--- src/rtl/xc_malu_mul_iter_if.sv ---
// Request/response handshake and shared packed-adder port group between the MALU and
// its iterative multiplier. The master side is the MALU, the slave side the multiplier.
interface xc_malu_mul_iter_if;
  localparam int unsigned XLEN = 32;

  logic [XLEN-1:0] rs1;
  logic [XLEN-1:0] rs2;
  logic            valid;
  logic            lhs_signed;
  logic            rhs_signed;
  logic            op_hi;
  logic            op_clmul;
  logic            flush;

  logic [XLEN-1:0] padd_lhs;
  logic [XLEN-1:0] padd_rhs;
  logic            padd_sub;
  logic [XLEN-1:0] padd_cout;
  logic [XLEN-1:0] padd_result;

  logic [XLEN-1:0] result;
  logic            ready;

  modport master (
    output rs1, rs2, valid, lhs_signed, rhs_signed, op_hi, op_clmul, flush,
    output padd_cout, padd_result,
    input  padd_lhs, padd_rhs, padd_sub,
    input  result, ready
  );

  modport slave (
    input  rs1, rs2, valid, lhs_signed, rhs_signed, op_hi, op_clmul, flush,
    input  padd_cout, padd_result,
    output padd_lhs, padd_rhs, padd_sub,
    output result, ready
  );
endinterface

--- src/rtl/xc_malu_mul_iter.sv ---
// Iterative radix-2 shift-and-add multiplier (mul/mulh/mulhu/mulhsu) sharing the MALU adder.
// Optional carry-less multiply datapath is built when XC_MALU_MUL_CLMUL_EN is defined.
module xc_malu_mul_iter (
  input  logic               clock,
  input  logic               resetn,
  xc_malu_mul_iter_if.slave  bus
);
  localparam int unsigned XLEN = 32;
  localparam int unsigned PW   = 2 * XLEN;
  localparam int unsigned CW   = 6;
  localparam logic [CW-1:0] LAST_STEP = CW'(XLEN - 1);

  typedef enum logic [1:0] {
    IDLE = 2'd0,
    RUN  = 2'd1,
    DONE = 2'd2
  } state_t;

  state_t            state;
  logic [PW-1:0]     acc;
  logic [XLEN-1:0]   mcand;
  logic [XLEN-1:0]   mplier;
  logic [CW-1:0]     cnt;
  logic              neg;
  logic              ready_q;

  logic              lhs_neg_c;
  logic              rhs_neg_c;
  logic [XLEN-1:0]   lhs_mag_c;
  logic [XLEN-1:0]   rhs_mag_c;
  logic [XLEN-1:0]   addend_c;
  logic [XLEN-1:0]   step_hi_c;
  logic              step_carry_c;
  logic              adder_en_c;
  logic [PW-1:0]     prod_c;
  logic              unused_c;

  assign addend_c = mplier[0] ? mcand : '0;

`ifdef XC_MALU_MUL_CLMUL_EN
  logic clmul;

  // Carry-less mode uses raw operands and an XOR step instead of the shared adder.
  assign lhs_neg_c    = bus.lhs_signed & bus.rs1[XLEN-1] & ~bus.op_clmul;
  assign rhs_neg_c    = bus.rhs_signed & bus.rs2[XLEN-1] & ~bus.op_clmul;
  assign adder_en_c   = (state == RUN) & ~clmul;
  assign step_hi_c    = clmul ? (acc[PW-1:XLEN] ^ addend_c) : bus.padd_result;
  assign step_carry_c = ~clmul & bus.padd_cout[XLEN-1];
  assign unused_c     = ^bus.padd_cout[XLEN-2:0];
`else
  assign lhs_neg_c    = bus.lhs_signed & bus.rs1[XLEN-1];
  assign rhs_neg_c    = bus.rhs_signed & bus.rs2[XLEN-1];
  assign adder_en_c   = (state == RUN);
  assign step_hi_c    = bus.padd_result;
  assign step_carry_c = bus.padd_cout[XLEN-1];
  assign unused_c     = ^{bus.op_clmul, bus.padd_cout[XLEN-2:0]};
`endif

  // Magnitudes; |0x80000000| wraps to itself and is then treated as unsigned.
  assign lhs_mag_c = lhs_neg_c ? (~bus.rs1 + XLEN'(1)) : bus.rs1;
  assign rhs_mag_c = rhs_neg_c ? (~bus.rs2 + XLEN'(1)) : bus.rs2;

  assign bus.padd_lhs = adder_en_c ? acc[PW-1:XLEN] : '0;
  assign bus.padd_rhs = adder_en_c ? addend_c : '0;
  assign bus.padd_sub = 1'b0;

  // op_hi is held stable by the MALU while the result is presented.
  assign prod_c     = neg ? (~acc + PW'(1)) : acc;
  assign bus.result = ready_q ? (bus.op_hi ? prod_c[PW-1:XLEN] : prod_c[XLEN-1:0]) : '0;
  assign bus.ready  = ready_q;

  always_ff @(posedge clock) begin
    if (!resetn) begin
      state   <= IDLE;
      acc     <= '0;
      mcand   <= '0;
      mplier  <= '0;
      cnt     <= '0;
      neg     <= 1'b0;
      ready_q <= 1'b0;
`ifdef XC_MALU_MUL_CLMUL_EN
      clmul   <= 1'b0;
`endif
    end else if (bus.flush) begin
      state   <= IDLE;
      cnt     <= '0;
      ready_q <= 1'b0;
    end else begin
      // ready trails entry into DONE by one clock
      ready_q <= (state == DONE);
      unique case (state)
        IDLE: begin
          if (bus.valid) begin
            mcand  <= lhs_mag_c;
            mplier <= rhs_mag_c;
            neg    <= lhs_neg_c ^ rhs_neg_c;
            acc    <= '0;
            cnt    <= '0;
            state  <= RUN;
`ifdef XC_MALU_MUL_CLMUL_EN
            clmul  <= bus.op_clmul;
`endif
          end
        end
        RUN: begin
          acc    <= {step_carry_c, step_hi_c, acc[XLEN-1:1]};
          mplier <= mplier >> 1;
          cnt    <= cnt + CW'(1);
          if (cnt == LAST_STEP) begin
            state <= DONE;
          end
        end
        DONE: begin
          state <= DONE;
        end
        default: begin
          state <= IDLE;
        end
      endcase
    end
  end
endmodule

--- src/flat_wrapper.sv ---
// flat-port wrapper written by rule: the top's interface ports become plain ports
module xc_malu_mul_iter_flat 
  (clock, resetn, bus_rs1, bus_rs2, bus_valid, bus_lhs_signed, bus_rhs_signed, bus_op_hi, bus_op_clmul, bus_flush, bus_padd_cout, bus_padd_result, bus_padd_lhs, bus_padd_rhs, bus_padd_sub, bus_result, bus_ready);
  xc_malu_mul_iter_if bus_i ();
  input  logic clock;
  input  logic resetn;
  input wire logic [$bits(bus_i.rs1)-1:0] bus_rs1;
  input wire logic [$bits(bus_i.rs2)-1:0] bus_rs2;
  input wire logic [$bits(bus_i.valid)-1:0] bus_valid;
  input wire logic [$bits(bus_i.lhs_signed)-1:0] bus_lhs_signed;
  input wire logic [$bits(bus_i.rhs_signed)-1:0] bus_rhs_signed;
  input wire logic [$bits(bus_i.op_hi)-1:0] bus_op_hi;
  input wire logic [$bits(bus_i.op_clmul)-1:0] bus_op_clmul;
  input wire logic [$bits(bus_i.flush)-1:0] bus_flush;
  input wire logic [$bits(bus_i.padd_cout)-1:0] bus_padd_cout;
  input wire logic [$bits(bus_i.padd_result)-1:0] bus_padd_result;
  output wire logic [$bits(bus_i.padd_lhs)-1:0] bus_padd_lhs;
  output wire logic [$bits(bus_i.padd_rhs)-1:0] bus_padd_rhs;
  output wire logic [$bits(bus_i.padd_sub)-1:0] bus_padd_sub;
  output wire logic [$bits(bus_i.result)-1:0] bus_result;
  output wire logic [$bits(bus_i.ready)-1:0] bus_ready;
  assign bus_i.rs1 = bus_rs1;
  assign bus_i.rs2 = bus_rs2;
  assign bus_i.valid = bus_valid;
  assign bus_i.lhs_signed = bus_lhs_signed;
  assign bus_i.rhs_signed = bus_rhs_signed;
  assign bus_i.op_hi = bus_op_hi;
  assign bus_i.op_clmul = bus_op_clmul;
  assign bus_i.flush = bus_flush;
  assign bus_i.padd_cout = bus_padd_cout;
  assign bus_i.padd_result = bus_padd_result;
  assign bus_padd_lhs = bus_i.padd_lhs;
  assign bus_padd_rhs = bus_i.padd_rhs;
  assign bus_padd_sub = bus_i.padd_sub;
  assign bus_result = bus_i.result;
  assign bus_ready = bus_i.ready;
  xc_malu_mul_iter u_core (.clock(clock), .resetn(resetn), .bus(bus_i));
endmodule
--- config.mk ---
export PLATFORM = sky130hd
export DESIGN_NAME = xc_malu_mul_iter_flat
export DESIGN_NICKNAME = d
export VERILOG_FILES = /design/src/rtl/xc_malu_mul_iter_if.sv /design/src/rtl/xc_malu_mul_iter.sv /design/src/flat_wrapper.sv
export SDC_FILE = /design/constraint.sdc
export NUM_CORES = 1
export LEC_CHECK = 0
export CORE_MARGIN = 5
export CORE_UTILIZATION = 40
export DETAILED_ROUTE_END_ITERATION = 6
export GPL_TIMING_DRIVEN = 0
export PLACE_DENSITY = 0.66
export RECOVER_POWER = 50
export SKIP_LAST_GASP = 1
export SLEW_MARGIN = 25
export SYNTH_ARGS = -nofsm -noshare
export SYNTH_HDL_FRONTEND = slang
export SYNTH_SLANG_ARGS = --single-unit
--- constraint.sdc ---
create_clock -name clock -period 3.5 [get_ports clock]
set_input_delay 0.7 -clock clock [delete_from_list [all_inputs] [get_ports clock]]
set_output_delay 0.7 -clock clock [all_outputs]
set_load 0.005 [all_outputs]
Yosys cells after proc, flatten, opt, wreduce, memory -nomap -nowiden

Index checks and enable logic that the tools add are counted.

$add $sub $neg: 4
Multipliers: 0
Divide/modulo/power cells: 0
Magnitude comparators: 0
Equality and inequality tests: 5
Shift-type cells: 0
Mux-type cells: 17
Bitwise operators: 8
Reductions and logical operators: 7

Operators by type and width:

| kind                  | number |
|---|---|
| $mux 32               | 8 |
| $mux 64               | 2 |
| $pmux 64 s2           | 1 |
| $add 32x1->32 const B | 2 |
| $add 64x1->64 const B | 1 |
| $not 32->32           | 2 |
| $not 64->64           | 1 |
| $pmux 32 s2           | 1 |
| $pmux 6 s2            | 1 |
| $add 6x1->6 const B   | 1 |
| $eq 6x5->1 const B    | 1 |
| $mux 6                | 1 |
| $pmux 2 s3            | 1 |
| $reduce_and 3->1      | 2 |
| $mux 2                | 2 |
| $ne 2x2->1 const B    | 2 |
| $reduce_and 2->1      | 2 |
| $and 1x1->1           | 2 |
| $eq 2x1->1 const B    | 1 |
| $eq 2x2->1 const B    | 1 |
| $logic_not 2->1       | 1 |
| $not 1->1             | 2 |
| $reduce_bool 2->1     | 1 |
| $reduce_or 2->1       | 1 |
| $xor 1x1->1           | 1 |

Bits in registers: 138
Bits in latches: 0
RAM bits: 0
Bits in read-only memories: 0
Input port bits: 136
Word-level logic and storage cells: 48
Memories: 0

Longest topological paths before layout

Gate-level depths: netlist of the first run.

Depth in word-level cells: 5
Mapped depth: 9

Worst setup path before layout of the first run

OpenSTA, ideal clock, no wires.

Kind: flip-flop to output port
From: register u_core.acc[56]
To: output port bus_result[29]
Data arrival time: 2.223 ns
Required time: 2.800 ns
Path slack: 0.577 ns
Stages on the path, launching flop included: 7
Buffers on the path: 0
Cells stage by stage: dfxtp_1 > or4_4 > or4_4 > or3b_1 > o31ai_2 > xor2_1 > a211oi_1

Longest elaborated chain between the ends: 5

RTL lines:

| element                  | line                    | text |
|---|---|---|
| start: declaration       | xc_malu_mul_iter.sv:20  | `logic [PW-1:0] acc;` |
| start signal: assignment | xc_malu_mul_iter.sv:106 | `acc <= {step_carry_c, step_hi_c, acc[XLEN-1:1]};` |
| $not 64->64              | xc_malu_mul_iter.sv:68  | `assign prod_c = neg ? (~acc + PW'(1)) : acc;` |
| $add 64x1->64            | xc_malu_mul_iter.sv:68  |  |
| $mux 64                  | xc_malu_mul_iter.sv:68  |  |
| $mux 32 (2 in series)    | xc_malu_mul_iter.sv:69  | `assign bus.result = ready_q ? (bus.op_hi ? prod_c[PW-1:XLEN] : prod_c[XLEN-1:0]) : '0;` |
| end: declaration         | flat_wrapper.sv:20      | `output wire logic [$bits(bus_i.result)-1:0] bus_result;` |

Every way passes these cells.

Final worst setup path of the first run

From: register u_core.acc[48]
To: output port bus_result[29]

The elaborated chain is that of the path after synthesis.

==> summary.md, run 1 <==
| Metric | Value |
|---|---|
| Switching power | 1.29 mW |
| Register bit total from synthesis | 138 |
| Crit share post-route | 109% |
| Slew HR | 46.8% |
| Worst Max-Slew Pin Slew | 0.791 ns |
| Sequential power share | 39.5% |
| GRT overflow | 0 |
| CTS Buf Count | 17 |
| Top-area cell type share of the netlist area | 29.2% |
| Initial DRC Count | 1281 |
| Root buffer cell | clkbuf_16 |
| Total Wirelength | 37000 um |
| Max-slew violations | 0 |
| Die footprint | 0.0268 mm^2 |
| Core ar. | 0.0234 mm^2 |
| Clock Skew | 0.00864 ns |
| Logic pwr share | 18.8% |
| Total track usage | 25.5% |
| RSZ-0062 raised after global routing | true |
| Clock power share | 41.7% |
| Final TNS setup | -2.85 ns |
| Final nets | 1678 |
| Skew-Pair Late Insertion Delay | 0.44 ns |
| Commonest cells post-synth | 158 x nand2_1, 138 x dfxtp_1, 108 x nand3_1 |
| VDD IR max | 0.281 mV |
| Initial antenna violation count | 0 |
| Top-count cell post-synth | nand2_1 |
| Post-Syn Nets | 1393 |
| Htree depth | 4 |
| Fmax | 262 MHz |
| Post-DP HPWL | 26000 um |
| PD cells | 306 mW/mm^2 |
| Max cap viols | 0 |
| Hold Vio Cnt, Final | 0 |
| Drt drc | 2 |
| Largest net degree at the start of global routing | 17 |
| Post-route ant nets | 0 |
| Port bufs | 198 |
| Area grow syn2layout | 44.5% |
| Die width | 164 um |
| Worst EP required | 2.80 ns |
| WP data arrival | 3.12 ns |
| Clock tree buffer depth | 2 |
| CTS tree | built |
| Post-synthesis sequential area ratio | 29.2% |
| CP Launch Type | flop |
| # fillers | 2093 |
| Ys flop type | dfxtp_1 |
| Post-synthesis compound-gate area fraction | 23.6% |
| Avg Inst Size Synth | 7.57 um^2 |
| Post-synthesis cell area | 0.00947 mm^2 |
| Largest cells by area after synthesis | dfxtp_1 29%, nand2_1 6.3%, xor2_1 6.0% |
| Total number of vias | 11000 |
| Count of cell types in the netlist | 72 |
| Multi-input gate area | 0.00687 mm^2 |
| Internal Pwr Total | 2.89 mW |
| Syn. warnings | 0 |
| Post-Synth Simple-Gate Area | 30.3% |
| Setup-failing EPs final | 46 |
| Vias in the first global route | 10100 |
| Cell taking the most area after synthesis | dfxtp_1 |
| Crit path kind | reg -> out |
| Synth async-reset ratio | 0% |
| Multiplexer area fraction after synthesis | 1.81% |
| Share of cells above drive strength 1 | 17.1% |
| Tot Pwr | 4.19 mW |
| Setup WS post-layout | -0.318 ns |
| # diodes | 0 |
| Worst hold path class | reg -> reg |
| Routed length per instance | 19.8 um |
| Largest family of logic cells by synthesized area | simple AND/OR/NAND/NOR gates |
| Clock transition at path regs | 0.07 ns |
| Static Leak | 5.33 nW |
| Post-Syn Instances | 1250 |
| Initial Utilization | 40.5% |
| # clock sinks | 138 |
| Critical Path End Type | output port |
| Cell row count | 56 |
| Minimum clock period | 3.82 ns |
| Die height | 164 um |
| First-pass GRT wire length | 54700 um |
| Sw Ratio | 30.9% |
| Post-Synth Adder-Cell Area | 0.925% |
| Xor and xnor area share after synthesis | 9.16% |
| Vias per cell | 5.89 |
| Worst Path Max Fanout | 8 |
| IO Pins | 234 |
| Number of flops mapped to enable cells by yosys | 0 |
| Drt pass-1 iters | 7 |
| Status | finished, violations left |
| Reg area | 0.00282 mm^2 |
| Violated checks | design-rule violations, negative setup slack |
| RePlAce Congestion | 0.939 |
==> path summary, 6_finish.rpt <==
check,start,to,slack [ns],cells past startpoint
setup reg to reg,u_core.state[0],u_core.acc[49],0.56,8
hold reg to reg,u_core.mplier[14],u_core.mplier[14],0.46,2
setup / recovery,u_core.acc[48],bus_result[29],-0.32,8
hold / removal,u_core.mplier[14],u_core.mplier[14],0.46,2
==> power by group through the flow <==
stage               Combinational [mW]  Sequential (mW)  Clock, mW
floorplan                        0.373             1.68          0
global placement                 0.657             1.69          0
detailed placement               0.663             1.69          0
CTS                              0.728             1.65       1.76
global route                     0.845             1.66       1.84
finish                           0.788             1.66       1.74
==> state kept, by name (all words and copies together), names as in the netlist <==
signal / count
u_core.acc: 64
u_core.bus.ready: 1
u_core.cnt: 6
u_core.state: 2
u_core.mplier: 32
u_core.neg: 1
u_core.mcand: 32
==> critical path, stage by stage, from the launching register on <==
cell      delay, ns
dfxtp_1        0.30
clkbuf_4       0.20
or4_4          0.59
o31ai_4        0.27
or3b_4         0.43
o31ai_2        0.29
xor2_1         0.32
a211oi_2       0.14
buf_2          0.15
==> metal layers <==
| metal | part of all wire (%) | GRT usage, % | vias up |
|---|---|---|---|
| li1 | - | - | 5105 |
| met1 | 40 | 32.1 | 5196 |
| met2 | 47 | 42.7 | 568 |
| met3 | 8.5 | 5.50 | 124 |
| met4 | 4.0 | 10.3 | 0 |
| met5 | 0 | 0 | - |
==> layout by cell type, fill, tap and decap left out, drive strengths merged, types with 17 or more instances in the layout <==
| cell type | netlist | routed |
|---|---|---|
| a21oi | 51 | 51 |
| nor2 | 57 | 57 |
| nor4 | 26 | 26 |
| xor2 | 65 | 65 |
| buf | 14 | 98 |
| dfxtp | 138 | 138 |
| nor3 | 23 | 23 |
| o31ai | 27 | 27 |
| inv | 13 | 21 |
| clkbuf | 94 | 105 |
| nand2 | 159 | 159 |
| clkdlybuf4s50 | 0 | 171 |
| o21ai | 72 | 72 |
| nand3 | 108 | 108 |
| a21boi | 73 | 73 |
| or3 | 17 | 17 |
| xnor2 | 34 | 34 |
| and2 | 39 | 39 |
| and3 | 37 | 37 |
==> cells by family after synthesis <==
logic type / count (synthesis)
adder cells (fa/ha/maj): 7
XOR/XNOR: 99
buffers and inverters: 121
multiplexers: 17
AO/OA/AOI/OAI: 322
AND/OR/NAND/NOR: 545
other: 1
flip-flops: 138
==> through the flow <==
step / worst slack, ns / area, um^2 / util [%] / hold WS, ns / instances
5_1_grt: -0.330 / 13700 / 58.4 / 0.474 / 1867
3_3_place_gp: -0.521 / 11800 / 50.6 / 0.439 / 1767
4_1_cts: -0.211 / 13200 / 56.4 / 0.451 / 1845
6_report: -0.318 / 13700 / 58.4 / 0.459 / 1867
3_5_place_dp: -0.542 / 11800 / 50.6 / 0.441 / 1767
2_1_floorplan: 0.577 / 9470 / - / 0.429 / 1250
==> layout make-up <==
cell class                 count  share of cell area (%)
multi-input combinational    992                    50.2
clock buffer                  17                    3.11
tap                          319                    2.92
sequential                   138                    20.6
timing repair buffer         274                    18.8
clock inverter                15                   0.979
buffer                        99                    3.04
inverter                      13                   0.357
==> timing repair <==
action,4_1_cts,5_1_grt
setup buffers,51,25
endpoints found under the setup margin,96,68
resized for setup,149,93
cloned,1,0
pin swaps,41,47
hold buffers,0,0
No activity file was read; power rests on OpenSTA's default activity.
==> run 2: changes to the inputs <==
Settings changed: CTS_CLUSTER_DIAMETER set to 50.
==> results of run 2 <==
Final layout, timing and power as in run 1 (identical DEF).
==> run 3: changes to the inputs <==
Settings changed: ABC_AREA set to 1, PLACE_DENSITY 0.66 to 0.65, REMOVE_ABC_BUFFERS set to 1.
==> summary.md, run 3 <==
| Metric | Value |
|---|---|
| Worst EP required | 2.80 ns (about the same) |
| Cell taking the most area after synthesis | dfxtp_1 |
| Post-DP HPWL | 26700 um (+2.8%) |
| Routed length per instance | 16.1 um (-19%) |
| Cell row count | 59 (+5.4%) |
| Synth async-reset ratio | 0% (unchanged) |
| Count of cell types in the netlist | 41 (-43%) |
| Hold Crit Depth | 2 (unchanged) |
| Total number of vias | 12100 (+9.7%) |
| RSZ-0062 raised after global routing | true |
| Commonest cells post-synth | 440 x nand2_1, 283 x nor2_1, 215 x inv_1 |
| Drt drc | 0 (-2) |
| Worst hold path class | reg -> reg |
| # diodes | 0 (unchanged) |
| Core ar. | 0.0261 mm^2 (+11%) |
| Share of cells above drive strength 1 | 9.00% (-8.1 points) |
| Root buffer cell | clkbuf_16 |
| CTS Hold Bufs | 0 (unchanged) |
| Max-slew violations | 0 (unchanged) |
| VDD IR max | 0.202 mV (-28%) |
| Syn. warnings | 0 (unchanged) |
| Post-Synth Adder-Cell Area | 0.826% (-0.099 points) |
| Number of flops mapped to enable cells by yosys | 0 (unchanged) |
| Max cap viols | 0 (unchanged) |
| Fmax | 286 MHz (+9.3%) |
| Slew HR | 7.00% (-40 points) |
| Top-area cell type share of the netlist area | 26.0% (-3.1 points) |
| Register with the most flip-flops | u_core.acc |
| Clock tree buffer depth | 2 (unchanged) |
| Die height | 173 um (+5.5%) |
| Hold Vio Cnt, Final | 0 (unchanged) |
| Pre-CTS setup slack | -0.276 ns (+0.266 ns) |
| Avg Inst Size Synth | 5.89 um^2 (-22%) |
| Xor and xnor area share after synthesis | 2.89% (-6.3 points) |
| Skew-Pair Late Insertion Delay | 0.43 ns (about the same) |
| Worst Path Max Fanout | 69 (+61) |
| Worst reg2reg path startpoint | u_core.state[1] |
| Post-synthesis compound-gate area fraction | 20.7% (-2.9 points) |
| Total Wirelength | 37100 um (+0.38%) |
| Crit path to | bus_result[8] |
| Final TNS setup | 0 ns (+2.85 ns) |
| Fin util | 53.0% (-5.4 points) |
| Static Leak | 6.21 nW (+17%) |
| Post-route ant nets | 0 (unchanged) |
| PD cells | 377 mW/mm^2 (+23%) |
| Largest cells by area after synthesis | dfxtp_1 26%, nand2_1 16%, nor2_1 10% |
| Minimum clock period | 3.49 ns (-0.326 ns) |
| Drt pass-1 iters | 5 (-2) |
| Post-Syn Instances | 1801 (+44%) |
| Initial antenna violation count | 0 (unchanged) |
| Slowest cell on crit path | clkdlybuf4s50_1 |
| WP data arrival | 2.79 ns (-0.33 ns) |
| GRT overflow | 0 (unchanged) |
| Vias per cell | 5.24 (-11%) |
| Final nets | 2098 (+25%) |
| IO Pins | 234 (unchanged) |
| CTS tree | built |
| Crit share post-route | 99.8% (-9.3 points) |
| Top Registers | u_core.acc: 64 flops, u_core.mcand: 32 flops, u_core.mplier: 32 flops |
| Worst setup startpoint | u_core.neg |
| Initial DRC Count | 1002 (-22%) |
| Status | finished, final reports clean |
| Htree depth | 4 (unchanged) |
| Clock Skew | 0.0137 ns (+0.00503 ns) |
| Vias in the first global route | 11300 (+12%) |
| Post-synthesis sequential area ratio | 26.0% (-3.1 points) |
| WHS | 0.465 ns (+0.00612 ns) |
| # clock sinks | 138 (unchanged) |
| Crit path kind | reg -> out |
| Die footprint | 0.0299 mm^2 (+11%) |
| Initial Utilization | 40.7% (+0.25 points) |
| Commonest cells after routing, fill and taps aside | 434 x nand2_1, 264 x nor2_1, 211 x inv_1 |
| Area grow syn2layout | 30.3% |
| Largest net degree at the start of global routing | 90 (+73) |
| Multiplexer area fraction after synthesis | 0% (-1.8 points) |
| R2R depth | 11 (+3) |
| Worst Max-Slew Pin Slew | 1.40 ns (+0.604 ns) |
| Setup-failing EPs final | 0 (-100%) |
| Post-synthesis cell area | 0.0106 mm^2 (+12%) |
| Port bufs | 200 (+1.0%) |
| Clock transition at path regs | 0.06 ns (about the same) |
| Die width | 173 um (+5.5%) |
| Largest family of logic cells by synthesized area | simple AND/OR/NAND/NOR gates |
| RePlAce Congestion | 0.945 (+0.72%) |
| Total track usage | 23.3% (-2.2 points) |
| Slowest Stage Delay on Critical Path | 0.51 ns (-0.08 ns) |
| Critical Path End Type | output port |
| Top-count cell post-synth | nand2_1 |
| Register bit total from synthesis | 138 (unchanged) |
| CTS Buf Count | 17 (unchanged) |
| Post-Synth Simple-Gate Area | 37.8% (+7.5 points) |
| RR Endpoint | u_core.mplier[27] |
| Max reg flops | 64 (unchanged) |
| Critical-path cell list | buf_16, clkinvlp_4, or3_1, a31oi_1, nand2_1, inv_1, clkdlybuf4s50_1 |
| Commonest non-fill, non-tap cell in the layout | nand2_1 |
| Worst R2R Setup Slack | 0.35 ns (-0.21 ns) |
| Setup WS post-layout | 0.00814 ns (+0.326 ns) |
| Ys flop type | dfxtp_1 |
| First-pass GRT wire length | 58700 um (+7.2%) |
| CP Launch Type | flop |
[run 3: cell count changes after synthesis, sizes merged, moves of 39 or more]
cell    change
nand2     +286
nor2      +237
inv       +210
a21oi     +120
a21boi     -72
nand3      +57
clkbuf     -47
a211oi     +44
xor2       -40
and2       -39
[run 3: cell type report]
class	instances	area, um^2
Tap cell	335	419
Multi-Input combinational cell	1353	6820
Timing Repair inverter	2	15.0
Sequential cell	138	2770
Fill cell	2705	12200
Timing Repair Buffer	218	2300
Clock buffer	19	453
Clock inverter	12	185
Inverter	225	866
[run 3: through the flow]
stage | total power [mW] | cell area (um^2) | cells
after floorplan | 2.63 | 10200 | 1715
after global placement | 3.09 | 12600 | 2250
after detailed placement | 3.11 | 12800 | 2257
after CTS | 5.16 | 13600 | 2294
after global routing | 5.47 | 13800 | 2302
final | 5.22 | 13800 | 2302
[run 3: per-layer routing]
metal	GRT usage, %	vias to the layer above	routed length (um)
met5	0	-	0
met3	4.72	69	1980
met4	8.35	0	1270
met2	38.9	336	17400
met1	30.0	5501	16500
li1	-	6152	-
[run 3: repair_timing]
item                       in CTS  in global routing
hold endpoints to repair        0                  0
pin swaps                       3                  3
setup endpoints to repair      65                 81
gates cloned                    2                  1
setup buffers                   4                  7
gates resized for setup        17                 50
[run 3: cells by family (layout without fill, tap and decap cells)]
kind of cell / count (synthesis) / count (layout)
other: 1 / 1
AOI/OAI and AO/OA: 351 / 351
adders and majority gates: 7 / 7
xor gates and xnor gates: 35 / 35
and+or+nand+nor: 958 / 959
DFF: 138 / 138
buffers and inverters: 311 / 476
[run 3: how the worst min path moves through the flow]
stage / startpoint / end
after CTS: u_core.mplier[28] / u_core.mplier[28]
after global placement: u_core.mplier[6] / u_core.mplier[6]
final: u_core.mplier[9] / u_core.mplier[9]
after global routing: u_core.mplier[28] / u_core.mplier[28]
after detailed placement: u_core.mplier[28] / u_core.mplier[28]
after floorplan: u_core.mcand[31] / u_core.mcand[31]
[run 3: worst max-delay path, delay by kind of cell (launching register included)]
family,cells,cell delay (ns)
buffers and inverters,4,1.07
AND/OR/NAND/NOR,2,0.49
flip-flops,1,0.39
AO/OA/AOI/OAI,1,0.33
[run 3: power by group]
| group | internal, mW | leakage [nW] | switching [mW] |
|---|---|---|---|
| combinational | 0.527 | 4.77 | 0.917 |
| sequential | 1.67 | 1.13 | 0.0832 |
| clock | 1.24 | 0.311 | 0.780 |
| total | 3.44 | 6.21 | 1.78 |
